<file path="config.mk">
export PLATFORM = sky130hd
export DESIGN_NAME = mem_arbiter
export DESIGN_NICKNAME = d
export VERILOG_FILES = /design/src/rtl/mem_arbiter.sv
export SDC_FILE = /design/constraint.sdc
export NUM_CORES = 1
export LEC_CHECK = 0
export CORE_ASPECT_RATIO = 0.5
export CORE_MARGIN = 5
export CORE_UTILIZATION = 39
export CTS_CLUSTER_SIZE = 24
export DETAILED_ROUTE_END_ITERATION = 8
export PLACE_DENSITY = 0.8
export SYNTH_ARGS = -nofsm -noshare
export SYNTH_HDL_FRONTEND = slang
export SYNTH_SLANG_ARGS = --single-unit
</file>
<file path="constraint.sdc">
create_clock -name clk -period 5.8 [get_ports clk]
set_input_delay 1.16 -clock clk [delete_from_list [all_inputs] [get_ports clk]]
set_output_delay 1.16 -clock clk [all_outputs]
set_load 0.02 [all_outputs]
</file>
<file path="src/rtl/mem_arbiter.sv">
// mem_arbiter
//   Shares one single-ported unified memory between the CPU instruction-fetch
//   port and its load/store port. Round-robin arbitration between the two
//   ports, fixed-latency memory sequencing, one outstanding transaction.
//
//   Sequence per transaction: IDLE -> ACCESS -> WAIT (LATENCY cycles) -> RESP.
//   Every output is a register, so a request sampled in IDLE at cycle T shows
//   its grant at T+1 and its response at T+2+LATENCY.
//
// Ports
//   clk, rst                  clock (rising edge), async reset (active high)
//   i_req/i_addr              ifetch request; held until i_gnt
//   i_gnt/i_rvalid/i_rdata    ifetch grant pulse, response pulse, fetched word
//   d_req/d_we/d_addr/d_wdata data request; held until d_gnt
//   d_gnt/d_rvalid/d_rdata    data grant pulse, response pulse, load data
//                             (0 for stores)
//   mem_en/mem_we             memory strobe and write enable (one ACCESS cycle)
//   mem_addr/mem_wdata        memory address/write data, held until next ACCESS
//   mem_rdata                 memory read data, valid LATENCY cycles after mem_en

module mem_arbiter #(
    parameter int AW      = 32,
    parameter int DW      = 32,
    parameter int LATENCY = 2
) (
    input  logic          clk,
    input  logic          rst,
    input  logic          i_req,
    input  logic [AW-1:0] i_addr,
    output logic          i_gnt,
    output logic          i_rvalid,
    output logic [DW-1:0] i_rdata,
    input  logic          d_req,
    input  logic          d_we,
    input  logic [AW-1:0] d_addr,
    input  logic [DW-1:0] d_wdata,
    output logic          d_gnt,
    output logic          d_rvalid,
    output logic [DW-1:0] d_rdata,
    output logic          mem_en,
    output logic          mem_we,
    output logic [AW-1:0] mem_addr,
    output logic [DW-1:0] mem_wdata,
    input  logic [DW-1:0] mem_rdata
);

    typedef enum logic [1:0] {
        IDLE,
        ACCESS,
        WAIT,
        RESP
    } state_t;

    // Wide enough to hold LATENCY-1.
    localparam int CW = (LATENCY > 1) ? $clog2(LATENCY) : 1;

    state_t        state;
    logic [CW-1:0] cnt;
    logic          sel_d;    // current transaction belongs to the data port
    logic          lat_we;   // current transaction is a store
    logic          last_d;   // last grant went to the data port
    logic          pick_d;

    // A lone requester wins; with both pending, the port not granted last wins.
    assign pick_d = d_req && (!i_req || !last_d);

    always_ff @(posedge clk or posedge rst) begin
        if (rst) begin
            state     <= IDLE;
            cnt       <= '0;
            sel_d     <= 1'b0;
            lat_we    <= 1'b0;
            last_d    <= 1'b1;   // ifetch wins the first contended grant
            i_gnt     <= 1'b0;
            i_rvalid  <= 1'b0;
            i_rdata   <= '0;
            d_gnt     <= 1'b0;
            d_rvalid  <= 1'b0;
            d_rdata   <= '0;
            mem_en    <= 1'b0;
            mem_we    <= 1'b0;
            mem_addr  <= '0;
            mem_wdata <= '0;
        end else begin
            // NOTE: non-blocking assignments throughout, so every register in
            // this block updates from the values present before the edge.
            // Pulse outputs default low; only the transitions below raise them.
            i_gnt    <= 1'b0;
            d_gnt    <= 1'b0;
            mem_en   <= 1'b0;
            mem_we   <= 1'b0;
            i_rvalid <= 1'b0;
            d_rvalid <= 1'b0;
            i_rdata  <= '0;
            d_rdata  <= '0;

            case (state)
                IDLE: begin
                    if (i_req || d_req) begin
                        sel_d     <= pick_d;
                        last_d    <= pick_d;
                        lat_we    <= pick_d && d_we;
                        i_gnt     <= !pick_d;
                        d_gnt     <= pick_d;
                        mem_en    <= 1'b1;
                        mem_we    <= pick_d && d_we;
                        mem_addr  <= pick_d ? d_addr : i_addr;
                        mem_wdata <= pick_d ? d_wdata : '0;
                        cnt       <= CW'(LATENCY - 1);
                        state     <= ACCESS;
                    end
                end

                ACCESS: state <= WAIT;

                // The final WAIT cycle (cnt == 0) is the one where mem_rdata
                // is valid; it is captured straight into the response regs.
                WAIT: begin
                    if (cnt != '0) begin
                        cnt <= cnt - 1'b1;
                    end else begin
                        state <= RESP;
                        if (sel_d) begin
                            d_rvalid <= 1'b1;
                            d_rdata  <= lat_we ? '0 : mem_rdata;
                        end else begin
                            i_rvalid <= 1'b1;
                            i_rdata  <= mem_rdata;
                        end
                    end
                end

                // Requests are not sampled here; they wait for IDLE.
                RESP: state <= IDLE;

                default: state <= IDLE;
            endcase
        end
    end

endmodule
</file>
-- After elaboration in Yosys (flattened, before gate mapping)
Cells that the tools add are included.
- logic and storage cells: 62
- flip-flop bits (word level): 140
- input bits: 133
- output and inout port bits: 134
- multiplexer cells: 29
- $add $sub $neg: 1
- equality and inequality tests: 5
- reductions and logical operators: 12
- operator list (cell ; number):
    $mux W32 ; 9
    $mux W1 ; 16
    $pmux W2 S4 ; 1
    $reduce_and A2 Y1 ; 3
    $eq A2 B2 Y1 const B ; 2
    $mux W2 ; 2
    $ne A2 B2 Y1 const B ; 2
    $logic_not A1 Y1 ; 3
    $eq A2 B1 Y1 const B ; 1
    $logic_and A1 B1 Y1 ; 2
    $logic_not A2 Y1 ; 1
    $logic_or A1 B1 Y1 ; 2
    $pmux W1 S2 ; 1
    $reduce_bool A2 Y1 ; 1
    $sub A1 B1 Y1 const B ; 1

-- Depth between registers and ports, before layout
Gate-level depths: netlist (run 1).
- word-level depth: 6
- mapped depth: 7
- mapped depth without buffers: 6

-- Worst setup path after synthesis (run 1)
OpenSTA, ideal clock, no wires.
- kind: input-to-reg
- from: input port i_req
- to: register mem_wdata[14]
- library setup time: 0.066 ns
- slack: 3.819 ns
- data arrival time: 1.914 ns
- stages on the path: 4
- required time: 5.734 ns
- buffers on the path: 2
- cells stage by stage: o21ai_1 -> buf_2 -> buf_2 -> a22o_1
- longest elaborated chain between the ends: 4
- elaborated cells between the ends (all ways): 6
- classes of those cells: mux: 1; reduce/logical: 5
- RTL lines (element ; line ; RTL):
    start: declaration ; 28 ; input logic i_req,
    $logic_not A1 Y1 ; 65 ; assign pick_d = d_req && (!i_req || !last_d);
    $logic_or A1 B1 Y1 ; 65 ;
    $logic_and A1 B1 Y1 ; 65 ;
    $mux W32 ; 108 ; mem_wdata <= pick_d ? d_wdata : '0;
    end signal: assignment ; 108 ;
    end: declaration ; 43 ; output logic [DW-1:0] mem_wdata,
Several ways; a longest one is shown, not always the timed one.
A chain may end at the register's enable or synchronous reset.

-- Worst setup path in the final report (run 1)
- from: input port d_req
- to: register mem_addr[13]
- longest elaborated chain between the ends: 2
- elaborated cells between the ends (all ways): 4
- classes of those cells: mux: 1; reduce/logical: 3
- RTL lines (element ; line ; RTL):
    start: declaration ; 33 ; input logic d_req,
    $logic_and A1 B1 Y1 / $logic_or A1 B1 Y1 (equally long branches) ; 65, 99 ;
    $mux W32 / $reduce_and A2 Y1 (equally long branches) ; n/a ;
    end signal: assignment ; 107 ; mem_addr <= pick_d ? d_addr : i_addr;
    end: declaration ; 42 ; output logic [AW-1:0] mem_addr,
Several ways; a longest one is shown, not always the timed one.

==> out/metrics.yaml, run 1 <==
antenna_found_initial: 0
post-route-min-period_ns: 3.09
insertion_delay_ns: 0.40
power_frac_seq: 0.337
h-tree-depth: 4
rows: 29
die_h_um: 90
whs_ns: 0.501
drc: 0
clkPwrFrac: 0.261
relSlewSlack: 0.267
place_hpwl_um: 10600
crit_start: "d_req"
cts_tree: "yes"
drv_slew: 0
vias: 3792
holdPathStages: 1
ant_nets: 0
grt-busiest-layer: "met2"
vdd_drop_max_mv: 0.237
synth_area_sq_mm: 0.00499
track_usage: 0.193
fin_worst_skew_ns: 0.0109
grt_max_degree: 95
status: "finished, final reports clean"
cts_buffer_depth: 2
p_switching_mw: 1.44
syn_area_per_cell_sq_um: 14.3
synth_cells: 349
place.gp.congestion: 0.744
hold_violations: 0
firstDrtPassIters: 4
clock.fmax_mhz: 324
cts.sinks: 140
tightest_slew_ns: 1.10
clkTransAtPathRegs_ns: 0.06
crit_fanout: 41
syn_nets: 484
power_density_mw_per_mm2: 510
post_cts_buffers: 0
swShare: 0.335
rsz0062_at_grt: "no"
rr_startpoint: "state[0]$_DFFE_PP0P_"
timing.final.crit_share: 0.532
pin_count: 267
drive_gt1_frac: 0.0700
grt_remaining_overflow: 0
avgRoutedWirePerCell_um: 18.4
die-area_sq_mm: 0.0153
wirelength_um: 14700
port_buffers: 266
setup-tns-final_ns: 0
pwr-share-comb: 0.402
holdCritStartpoint: "lat_we$_DFFE_PP0P_"
cts_buffers: 17
crit_type: "in -> reg"
grt_pass1_vias: 4048
cp.required_ns: 6.14
grt_use_met3: 0.0526
grt_pass1_wl_um: 23000
antenna_cells: 0
start_util: 0.397
area_growth_pct: 68.9
reg2reg_depth: 6
p_leak_nw: 3.75
drtIter0Drc: 160
worstSetupEndpointType: "flop"
vias_per_cell: 4.75
arrival_ns: 3.43
ys_seq_area_frac: 0.702
gr-usage-met2: 0.345
start_kind: "input pin"
root_buffer: "clkbuf_16"
synth-seq-cells: 140
cts_hold_buf: 0
postCtsResizedCells: 0
final_nets: 751
synth_cell_types: 25
hold_path.class: "reg -> reg"
core-area_sq_mm: 0.0126
yosysWarnings: 0
drv_cap: 0
setup_viol: 0
internal-power_mw: 2.86
met1_usage: 0.222
die_x_um: 170
## critical path, cell delays in order
cell	delay [ns]
clkdlybuf4s50_1	0.59
nand2_1	0.13
a21oi_4	0.84
buf_4	0.46
a221o_1	0.22
## metal layers
layer	vias up	routed length (um)
li1	1756	-
met1	1893	5510
met5	-	0
met4	0	385
met3	24	906
met2	119	7920
## cell families after synthesis
family | synth area share
flip-flops | 0.702
AND/OR/NAND/NOR | 0.132
AO/OA/AOI/OAI | 0.133
buffers and inverters | 0.0256
adder cells (fa/ha/maj) | 0.00501
multiplexers | 0.00226
## area by class of cell
cell class | instances | area [sq um]
fillers | 929 | 4160
clock buffers | 17 | 425
clock inverters | 15 | 186
flip-flops and latches | 140 | 3500
well taps | 170 | 213
inverters | 5 | 23.8
multi-input cells | 181 | 1380
repair buffers | 271 | 2700
## metrics by stage
| step | power, mW | utilization | std cells | cell area, sq um | setup slack, ns |
|---|---|---|---|---|---|
| 5_1_grt | 4.52 | 0.670 | 799 | 8430 | 2.58 |
| 2_1_floorplan | 2.35 | - | 349 | 4990 | 0.889 |
| 3_3_place_gp | 3.16 | 0.621 | 767 | 7820 | 2.38 |
| 4_1_cts | 4.35 | 0.670 | 799 | 8430 | 2.73 |
| 6_report | 4.30 | 0.670 | 799 | 8430 | 2.71 |
| 3_5_place_dp | 3.21 | 0.621 | 767 | 7820 | 2.33 |
## cell usage after synthesis
master / count / area, sq um
clkbuf_1: 7 / 26.3
clkbuf_2: 3 / 15.0
o21ai_0: 1 / 5.00
nor3b_1: 1 / 7.51
a221o_1: 32 / 320
and3b_1: 1 / 8.76
o21ai_1: 1 / 5.00
nor2_1: 1 / 3.75
dfrtp_1: 139 / 3480
a21o_1: 2 / 15.0
buf_2: 12 / 60.1
o22a_1: 1 / 8.76
ha_1: 2 / 25.0
buf_4: 1 / 7.51
nand2_1: 3 / 11.3
a21oi_1: 1 / 5.00
nor3b_2: 1 / 12.5
dfstp_2: 1 / 26.3
and2_0: 26 / 163
mux2_2: 1 / 11.3
and2b_1: 1 / 7.51
inv_1: 5 / 18.8
a22o_1: 33 / 289
and2_1: 71 / 444
a21oi_2: 2 / 17.5
## power by group through the flow
| stage | Combinational (mW) | Clock, mW | Sequential (mW) |
|---|---|---|---|
| after floorplan | 0.538 | 0 | 1.81 |
| after global placement | 1.71 | 0 | 1.45 |
| after detailed placement | 1.75 | 0 | 1.46 |
| after CTS | 1.76 | 1.14 | 1.45 |
| after global routing | 1.84 | 1.19 | 1.49 |
| final | 1.73 | 1.12 | 1.45 |
## flip-flops by register name, indices dropped and copies added (netlist names), 2 cells and up
signal and flops:
mem_wdata 32, i_rdata 32, mem_addr 32, state 2
d_rdata 32
## cell usage in the layout (no fill, tap or decap), types with 2 or more instances in the layout
| cell type | netlist | routed |
|---|---|---|
| clkinv_2 | 0 | 2 |
| and2_0 | 26 | 26 |
| clkbuf_16 | 0 | 17 |
| clkdlybuf4s50_1 | 0 | 266 |
| bufinv_16 | 0 | 3 |
| buf_4 | 1 | 5 |
| nand2_1 | 3 | 3 |
| dfrtp_1 | 139 | 139 |
| clkinv_4 | 0 | 4 |
| ha_1 | 2 | 2 |
| a21o_1 | 2 | 2 |
| inv_1 | 5 | 4 |
| and2_1 | 71 | 71 |
| a22o_1 | 33 | 33 |
| inv_6 | 0 | 6 |
| a221o_1 | 32 | 32 |
## final timing paths
path | to | slack (ns)
worst max-delay path | mem_addr[13]$_DFFE_PP0P_ | 2.71
worst min-delay path | lat_we$_DFFE_PP0P_ | 0.50
worst max register to register | mem_addr[13]$_DFFE_PP0P_ | 3.28
worst min register to register | lat_we$_DFFE_PP0P_ | 0.50
max in group asynchronous | d_rdata[2]$_DFF_PP0_ | 3.37
min in group asynchronous | mem_addr[26]$_DFFE_PP0P_ | 1.30
(Power assumes the default switching activity.)
==> inputs of run 2 (changes only) <==
--- a/config.mk
+++ b/config.mk
@@ -7,10 +7,10 @@
 export LEC_CHECK = 0
 export CORE_ASPECT_RATIO = 0.5
 export CORE_MARGIN = 5
-export CORE_UTILIZATION = 39
+export CORE_UTILIZATION = 35
 export CTS_CLUSTER_SIZE = 24
 export DETAILED_ROUTE_END_ITERATION = 8
-export PLACE_DENSITY = 0.8
+export PLACE_DENSITY = 0.76
 export SYNTH_ARGS = -nofsm -noshare
 export SYNTH_HDL_FRONTEND = slang
 export SYNTH_SLANG_ARGS = --single-unit
==> constraint.sdc (replaced) <==
create_clock -name clk -period 2.71 [get_ports clk]
set_input_delay 0.542 -clock clk [delete_from_list [all_inputs] [get_ports clk]]
set_output_delay 0.542 -clock clk [all_outputs]
set_load 0.02 [all_outputs]
==> run 2 against run 1 <==
  * Critical path depth shrank 4
  * Non-clock buffer count grew 6
  * Sequential share of layout area decreased by 0.62 points
  * Hold slack better by 0.0035 ns
  * Total power grew 120%
  * Cell area up 1.5%
  * Critical endpoint is now mem_wdata[14]
  * Worst setup slack worse by 2.0 ns
  * Register-to-register slack worse by 2.3 ns
==> out/metrics.yaml, run 2 (same netlist as run 1, synthesis figures left out) <==
swShare: 0.329  # -0.00557
hold_path.class: "reg -> reg"
p_leak_nw: 3.79  # +1.2%
pin_count: 267  # unchanged
start_kind: "flop"
drv_slew: 0  # unchanged
timing.final.crit_share: 0.722
fin_worst_skew_ns: 0.0149  # +0.00400 ns
postCtsResizedCells: 0  # unchanged
holdCritStartpoint: "mem_wdata[3]$_DFFE_PP0P_"
core-area_sq_mm: 0.0138  # +9.4%
crit_type: "reg -> out"
power_frac_seq: 0.333  # -0.004
grt_max_degree: 44  # -54%
area_growth_pct: 71.5
cts_hold_buf: 0  # unchanged
port_buffers: 266  # unchanged
final_nets: 757  # +0.80%
antenna_cells: 0  # unchanged
reg2reg_depth: 6  # unchanged
vdd_drop_max_mv: 0.504  # +110%
insertion_delay_ns: 0.41  # about the same
cp.required_ns: 2.17  # -3.97 ns
post_cts_buffers: 0  # unchanged
endpoint: "mem_wdata[14]"
vias_per_cell: 4.68  # -1.4%
grt_remaining_overflow: 0  # unchanged
arrival_ns: 1.42  # -2.01 ns
clkPwrFrac: 0.264  # +0.003
p_switching_mw: 3.07  # +110%
vias: 3865  # +1.9%
start_util: 0.362  # -0.0341
cp.depth: 1  # -4
root_buffer: "clkbuf_16"
power_density_mw_per_mm2: 1090  # +110%
grt_pass1_vias: 4178  # +3.2%
rsz0062_at_grt: "no"
cts_buffers: 17  # unchanged
holdPathStages: 1  # unchanged
path_cells: "clkdlybuf4s50_1"
die_h_um: 94.5  # +4.9%
track_usage: 0.181  # -0.0119
max_stage_delay_ns: 0.66  # -0.18 ns
cts.sinks: 140  # unchanged
crit_slowest_cell: "clkdlybuf4s50_1"
rrSetupSlack_ns: 0.95  # -2.33 ns
drtIter0Drc: 156  # -2.5%
hold_violations: 0  # unchanged
path_delay_family: "buffers and inverters"
drc: 0  # unchanged
relSlewSlack: 0.558  # +0.291
setup-tns-final_ns: 0  # unchanged
die_x_um: 179  # +5.2%
cts_buffer_depth: 2  # unchanged
status: "finished, final reports clean"
clkTransAtPathRegs_ns: 0.06  # about the same
final_common_cell: "clkdlybuf4s50_1"
die-area_sq_mm: 0.0169  # +10%
drv_cap: 0  # unchanged
rr_startpoint: "state[0]$_DFFE_PP0P_"
place_hpwl_um: 11400  # +7.2%
tightest_slew_ns: 0.661  # -0.436 ns
avgRoutedWirePerCell_um: 18.8  # +1.9%
grt_pass1_wl_um: 23400  # +1.8%
internal-power_mw: 6.26  # +120%
wirelength_um: 15500  # +5.3%
whs_ns: 0.504  # +0.00352 ns
place.gp.congestion: 0.778  # +4.6%
firstDrtPassIters: 4  # unchanged
h-tree-depth: 4  # unchanged
pwr-share-comb: 0.403  # about the same
ant_nets: 0  # unchanged
worstSetupEndpointType: "output pin"
rows: 30  # +3.4%
cts_tree: "yes"
crit_fanout: 2  # -95%
layout_common_cells: "clkdlybuf4s50_1, dfrtp_1, and2_1"
r2r-end: "mem_addr[28]$_DFFE_PP0P_"
crit_start: "mem_wdata[14]$_DFFE_PP0P_"
setup_viol: 0  # unchanged
post-route-min-period_ns: 1.96
drive_gt1_frac: 0.0773  # +0.00733
antenna_found_initial: 0  # unchanged
clock.fmax_mhz: 511
worst-path-buf-inv: 1  # -1
run 2: cell count changes in the layout (fill, tap and decap cells not counted), sizes merged:
cell | previous run | this run
bufinv | 3 | 4
clkinv | 6 | 5
buf | 5 | 11
clkinvlp | 1 | 3
clkbuf | 17 | 18
inv | 10 | 6
run 2: stage by stage:
step | worst slack (ns) | util | instances | power [mW] | instance area [sq um]
2_1_floorplan | 0.420 | - | 349 | 5.03 | 5000
3_3_place_gp | 0.608 | 0.576 | 795 | 6.83 | 7930
3_5_place_dp | 0.511 | 0.576 | 795 | 6.93 | 7930
4_1_cts | 0.725 | 0.621 | 826 | 9.44 | 8560
5_1_grt | 0.684 | 0.621 | 826 | 9.80 | 8560
6_report | 0.752 | 0.621 | 826 | 9.33 | 8560
run 2: worst min path at each step:
stage / to / slack [ns]
finish: mem_wdata[3]$_DFFE_PP0P_ / 0.50
global route: lat_we$_DFFE_PP0P_ / 0.52
CTS: lat_we$_DFFE_PP0P_ / 0.51
detailed placement: mem_wdata[23]$_DFFE_PP0P_ / 0.49
global placement: lat_we$_DFFE_PP0P_ / 0.48
floorplan: lat_we$_DFFE_PP0P_ / 0.47
run 2: power groups by stage:
stage | sequential (mW) | combinational [mW] | clock (mW)
after floorplan | 3.88 | 1.15 | 0
final | 3.11 | 3.76 | 2.47
after global placement | 3.11 | 3.72 | 0
after CTS | 3.11 | 3.81 | 2.52
after detailed placement | 3.12 | 3.81 | 0
after global routing | 3.20 | 3.98 | 2.62
run 2: final cells by class:
| class | count | area, sq um |
|---|---|---|
| Timing Repair Buffer | 277 | 2780 |
| Multi-Input combinational cell | 181 | 1380 |
| Clock inverter | 13 | 191 |
| Clock buffer | 18 | 439 |
| Inverter | 5 | 22.5 |
| Fill cell | 1070 | 5220 |
| Sequential cell | 140 | 3500 |
| Tap cell | 192 | 240 |
run 2: metal layers:
layer / share of wire / routed length, um / global-route usage / vias to the layer above
met4: 0.022 / 335 / 0.0670 / 0
met2: 0.55 / 8460 / 0.322 / 127
li1: - / - / - / 1769
met5: 0 / 0 / 0 / -
met1: 0.37 / 5710 / 0.209 / 1944
met3: 0.064 / 988 / 0.0516 / 25
